`src/rtl/ffo_pkg.sv`:
```
// -----------------------------------------------------------------------------
// ffo_pkg
// Shared definitions for the find-first-one enumerator: the controller state
// type and the encoding of the scan-direction input.
// -----------------------------------------------------------------------------
package ffo_pkg;

    typedef enum logic [1:0] {
        IDLE = 2'd0,
        SCAN = 2'd1,
        EMIT = 2'd2
    } state_t;

    // Encoding of the dir input: scan from index 0 upward, or from N-1 downward.
    localparam logic DIR_UP   = 1'b0;
    localparam logic DIR_DOWN = 1'b1;

endpackage : ffo_pkg

```
`src/rtl/ffo_chunk.sv`:
```
// -----------------------------------------------------------------------------
// ffo_chunk
// Combinational priority encoder over one K-bit chunk. Bit j of the chunk is
// scan offset j, so the lowest set bit wins.
//
// Ports:
//   chunk   in   K bits, bit j = scan offset j within the chunk
//   any     out  at least one bit of the chunk is set
//   offset  out  offset of the first set bit (0 when any=0)
// -----------------------------------------------------------------------------
module ffo_chunk #(
    parameter int K  = 4,
    parameter int OW = (K > 1) ? $clog2(K) : 1
) (
    input  logic [K-1:0]  chunk,
    output logic          any,
    output logic [OW-1:0] offset
);

    always_comb begin
        // NOTE: every output gets a default before the loop so no latch is inferred.
        any    = |chunk;
        offset = '0;
        // Walk from the top down so the lowest set offset is the last writer.
        for (int j = K - 1; j >= 0; j--) begin
            if (chunk[j]) begin
                offset = OW'(j);
            end
        end
    end

endmodule : ffo_chunk

```
`src/rtl/ffo_enum.sv`:
```
// -----------------------------------------------------------------------------
// ffo_enum
// Finds the first set bit of an N-bit vector, or enumerates every set bit,
// scanning K bits per clock in either direction with a ready/valid-ack
// handshake on each reported position.
//
// Ports:
//   clk        in   rising-edge clock
//   rst_n      in   asynchronous active-low reset
//   start      in   request, sampled only while ready=1
//   b          in   vector [0:N-1], index 0 leftmost, sampled with start
//   dir        in   0 = scan index 0 upward, 1 = index N-1 downward
//   all        in   0 = report first set bit, 1 = report every set bit
//   out_ack    in   consumer accepts the current position (EMIT only)
//   out_valid  out  p holds a valid set-bit position
//   p          out  index of the reported bit in b numbering
//   v          out  at least one set bit found in the last completed operation
//   count      out  positions accepted in the last or current operation
//   ready      out  idle, accepts start
// -----------------------------------------------------------------------------
module ffo_enum
    import ffo_pkg::*;
#(
    parameter int N = 32,
    parameter int K = 4
) (
    input  logic                   clk,
    input  logic                   rst_n,
    input  logic                   start,
    input  logic [0:N-1]           b,
    input  logic                   dir,
    input  logic                   all,
    input  logic                   out_ack,
    output logic                   out_valid,
    output logic [$clog2(N)-1:0]   p,
    output logic                   v,
    output logic [$clog2(N+1)-1:0] count,
    output logic                   ready
);

    localparam int PW     = $clog2(N);
    localparam int CNW    = $clog2(N + 1);
    localparam int NCHUNK = N / K;
    localparam int CW     = (NCHUNK > 1) ? $clog2(NCHUNK) : 1;
    localparam int KW     = $clog2(K);
    localparam int OW     = (K > 1) ? $clog2(K) : 1;
    localparam logic [CW-1:0] LAST_CHUNK = CW'(NCHUNK - 1);

    state_t        state;
    logic [0:N-1]  shadow;
    logic          dir_r;
    logic          all_r;
    logic [CW-1:0] cursor;

    // Scan position of offset 0 in the current chunk.
    logic [PW-1:0] base;
    logic [K-1:0]  chunk_fwd;
    logic [K-1:0]  chunk_rev;
    logic [K-1:0]  chunk;
    logic          chunk_any;
    logic [OW-1:0] chunk_off;
    logic [PW-1:0] scan_pos;
    logic [PW-1:0] hit_idx;

    // Because N is a power of two, N-1-q is just the bitwise inverse of q, so
    // the downward scan reads the mirrored slice and feeds the same encoder.
    always_comb begin
        base      = PW'(cursor) << KW;
        chunk_fwd = '0;
        chunk_rev = '0;
        for (int j = 0; j < K; j++) begin
            chunk_fwd[j] = shadow[base + PW'(j)];
            chunk_rev[j] = shadow[~(base + PW'(j))];
        end
        chunk = (dir_r == DIR_DOWN) ? chunk_rev : chunk_fwd;
    end

    ffo_chunk #(
        .K  (K),
        .OW (OW)
    ) u_chunk (
        .chunk  (chunk),
        .any    (chunk_any),
        .offset (chunk_off)
    );

    assign scan_pos = base + PW'(chunk_off);
    assign hit_idx  = (dir_r == DIR_DOWN) ? ~scan_pos : scan_pos;

    always_ff @(posedge clk or negedge rst_n) begin
        if (!rst_n) begin
            // NOTE: the shadow vector is ordinary flops, so it is cleared with the rest of the state.
            state  <= IDLE;
            shadow <= '0;
            dir_r  <= DIR_UP;
            all_r  <= 1'b0;
            cursor <= '0;
            p      <= '0;
            v      <= 1'b0;
            count  <= '0;
        end else begin
            // NOTE: non-blocking assignments keep every register update on the same edge.
            unique case (state)
                IDLE: begin
                    // out_ack is not looked at here, so start always wins.
                    if (start) begin
                        shadow <= b;
                        dir_r  <= dir;
                        all_r  <= all;
                        cursor <= '0;
                        count  <= '0;
                        v      <= 1'b0;
                        state  <= SCAN;
                    end
                end
                SCAN: begin
                    if (chunk_any) begin
                        p               <= hit_idx;
                        shadow[hit_idx] <= 1'b0;
                        state           <= EMIT;
                    end else if (cursor == LAST_CHUNK) begin
                        v     <= (count != '0);
                        state <= IDLE;
                    end else begin
                        cursor <= cursor + CW'(1);
                    end
                end
                EMIT: begin
                    if (out_ack) begin
                        count <= count + CNW'(1);
                        if (all_r) begin
                            // Re-scan the same chunk: further set bits may remain in it.
                            state <= SCAN;
                        end else begin
                            v     <= 1'b1;
                            state <= IDLE;
                        end
                    end
                end
                default: state <= IDLE;
            endcase
        end
    end

    assign ready     = (state == IDLE);
    assign out_valid = (state == EMIT);

endmodule : ffo_enum

```
`config.mk`:
```
export PLATFORM = sky130hd
export DESIGN_NAME = ffo_enum
export DESIGN_NICKNAME = d
export VERILOG_FILES = /design/src/rtl/ffo_pkg.sv /design/src/rtl/ffo_chunk.sv /design/src/rtl/ffo_enum.sv
export SDC_FILE = /design/constraint.sdc
export NUM_CORES = 1
export LEC_CHECK = 0
export BUFFER_PORTS_ARGS = -buffer_cell sky130_fd_sc_hd__clkbuf_2
export CELL_PAD_IN_SITES_DETAIL_PLACEMENT = 1
export CELL_PAD_IN_SITES_GLOBAL_PLACEMENT = 1
export CORE_MARGIN = 1
export CORE_UTILIZATION = 45
export CTS_BUF_LIST = sky130_fd_sc_hd__clkbuf_4 sky130_fd_sc_hd__clkbuf_8
export DETAILED_ROUTE_END_ITERATION = 10
export PLACE_DENSITY = 0.79
export SLEW_MARGIN = 20
export SYNTH_ARGS = -nofsm -noshare
export SYNTH_HDL_FRONTEND = slang
export SYNTH_SLANG_ARGS = --single-unit
```
`constraint.sdc`:
```
create_clock -name clk -period 6.8 [get_ports clk]
set_input_delay 0.34 -clock clk [delete_from_list [all_inputs] [get_ports clk]]
set_output_delay 0.34 -clock clk [all_outputs]
set_load 0.01 [all_outputs]
```
==> flow_metrics.py <==
metrics = {
    "clocking": {
        "root_buffer": "clkbuf_8",
        "cts_buffers": 5,
        "clockBufferDepth": 2,
        "cts.sinks": 51,
        "path_clk_slew_ps": 100,
        "cts_setup_buffers": 0,
        "cts_tree": "yes",
        "cts-resized-gates": 0,
        "htree_levels": 2,
        "cts-hold-fix-buffers": 0,
        "worst_skew_pair.late_latency_ps": 310,
    },
    "sta": {
        "fmax_mhz": 310,
        "rsz0062_at_grt": "false",
        "slew_viol_final": 0,
        "setup_violations": 0,
        "finalSetupTns_ps": 0,
        "fin_hold_ws_ps": 151,
        "fin_crit_sh_pct": 47.5,
        "min_period_ps": 3230,
        "finClkSkew_ps": 9.42,
        "relSlewSlack_pct": 30.0,
        "hold_violations": 0,
        "worstMarginPinSlew_ps": 1040,
    },
    "routing": {
        "drtPass1Iterations": 5,
        "drtIter0Drc": 156,
        "avgViaCountPerCell": 5.90,
        "drt_wl_total_um": 8490,
        "antenna_left": 0,
        "wl_per_cell_um": 18.8,
        "vias": 2662,
        "drc_errors": 0,
    },
    "global_routing": {
        "grt_max_degree": 52,
        "overflow": 0,
        "antenna_found_initial": 0,
        "grt_pass1_wl_um": 14300,
        "first_global_vias": 2773,
        "grt_use_total_pct": 23.8,
    },
    "layout": {
        "multiInputGateArea_sq_mm": 0.00203,
        "syn_to_final_growth_pct": 12.9,
        "nets": 397,
        "fill_cells": 841,
        "diodes": 0,
        "drive_above_1_share_pct": 29.3,
        "seq_area_sq_mm": 0.00128,
        "final_cell_mix": "dfrtp_1, clkbuf_2, mux2i_1",
    },
    "critical_path": {
        "r2r_setup_slack_ps": 3570,
        "crit_path_cell_trace": "mux4_1 > a22oi_1 > nand2_1 > or2_1 > o32a_1 > nor2_2 > a21oi_1",
        "start_kind": "register",
        "crit_buf_inv": 0,
        "critPathTopFamily": "flip-flops",
        "crit_type": "register to register",
        "cp_slowest_stage_delay_ps": 920,
        "cp-end-kind": "register",
        "worst_ep_arrival_time_ps": 3390,
        "cp_max_fo": 19,
        "rr_endpoint": "shadow[12]$_DFFE_PN0P_",
        "rr_worst_depth": 7,
        "cp.required_ps": 6960,
        "rr_startpoint": "cursor[0]$_DFFE_PN0P_",
        "crit_slowest_cell": "dfrtp_1",
    },
    "yosys": {
        "synth.distinct_cells": 52,
        "syn_nets": 350,
        "synthesis.area_sq_mm": 0.00342,
        "synth-seq-area-share_pct": 37.3,
        "syn_inst": 304,
        "synth_edf_count": 0,
        "avgSynthCellArea_sq_um": 11.3,
        "ys_warn_count": 0,
        "synthFlopType": "dfrtp_1",
        "async_flop_share_pct": 100,
        "synth-seq-cells": 51,
    },
    "die": {
        "dieWidth_um": 89.2,
        "die_h_um": 89.2,
        "start_util_pct": 46.9,
        "die-area_sq_mm": 0.00796,
        "core_area_sq_mm": 0.00729,
        "ios": 52,
        "rows": 31,
    },
    "placement": {
        "gp_congestion": 0.839,
        "dpl.hpwl_um": 6210,
        "io_buffers": 51,
    },
    "power_and_ir_drop": {
        "pwr_density_cell_mw_per_mm2": 497,
        "irDropWorstVdd_mv": 0.206,
        "power_leakage_nw": 1.63,
    },
    "job": {
        "cap_violations": 0,
    },
    "hold_path": {
        "hold_class": "primary input to asynchronous set/reset pin",
    },
    "status": {
        "status": "finished, final reports clean",
    },
}
-- area by class of cell --
cell class              count  share of cell area, %
well taps                  99                   3.21
clock inverters             2                  0.907
repair buffers             54                   7.19
inverters                  10                  0.972
clock buffers               6                   2.14
multi-input cells         229                   52.5
flip-flops and latches     51                   33.0
-- sequential cells by signal, indices dropped and copies added (netlist names) --
| signal | flops |
|---|---|
| shadow | 32 |
| count | 6 |
| p | 5 |
| cursor | 3 |
| state | 2 |
| all_r | 1 |
| dir_r | 1 |
| v | 1 |
-- cells by family after synthesis --
family / count (synthesis) / share of synthesized area [%]
compound gates: 74 / 14.2
buf+inv: 24 / 3.62
xor+xnor: 5 / 1.28
mux: 76 / 29.5
simple gates: 66 / 11.2
fa+ha+maj: 8 / 2.93
flops: 51 / 37.3
-- routing by layer --
metal	up-vias	track usage, %	wire (um)
met1	1358	33.7	4090
met3	7	3.69	246
met5	-	0	0
li1	1242	-	-
met4	0	5.34	70
met2	55	38.7	4090
-- stage by stage --
step           setup WS (ps)  power [mW]  instance area, sq um  std cells  util [%]
2_1_floorplan           4270        1.43                  3420        304         -
3_3_place_gp            3680        1.65                  3740        443      51.4
3_5_place_dp            3620        1.69                  3740        443      51.4
4_1_cts                 3590        1.93                  3860        451      53.0
5_1_grt                 3390        2.07                  3860        451      53.0
6_report                3570        1.92                  3860        451      53.0
-- cells in the mapped netlist, types with 5 or more instances --
master / n / share of area (%)
a21oi_1: 41 / 6.0
o21ai_0: 9 / 1.3
dfrtp_1: 51 / 37
inv_1: 10 / 1.1
nor2_2: 6 / 1.1
nor2_1: 16 / 1.8
clkbuf_1: 5 / 0.55
ha_1: 8 / 2.9
nand2_1: 12 / 1.3
mux4_1: 5 / 3.8
a22oi_1: 5 / 1.1
mux2i_1: 48 / 14
mux4_2: 11 / 7.2
mux2_2: 7 / 2.3
-- worst max-delay path by stage --
stage / depth (start not counted) / endpoint / startpoint
finish: 7 / shadow[12]$_DFFE_PN0P_ / cursor[0]$_DFFE_PN0P_
global route: 7 / shadow[20]$_DFFE_PN0P_ / cursor[0]$_DFFE_PN0P_
CTS: 7 / shadow[20]$_DFFE_PN0P_ / cursor[0]$_DFFE_PN0P_
detailed placement: 7 / shadow[20]$_DFFE_PN0P_ / cursor[0]$_DFFE_PN0P_
global placement: 7 / shadow[20]$_DFFE_PN0P_ / cursor[0]$_DFFE_PN0P_
floorplan: 8 / p[4]$_DFFE_PN0N_ / cursor[1]$_DFFE_PN0P_
-- power breakdown --
group	switching (mW)	internal, mW	leakage [nW]	total [mW]
Clock	0.108	0.119	0.0612	0.227
Sequential	0.164	0.442	0.629	0.606
Combinational	0.595	0.491	0.939	1.09
No activity file was read; power rests on OpenSTA's default activity.
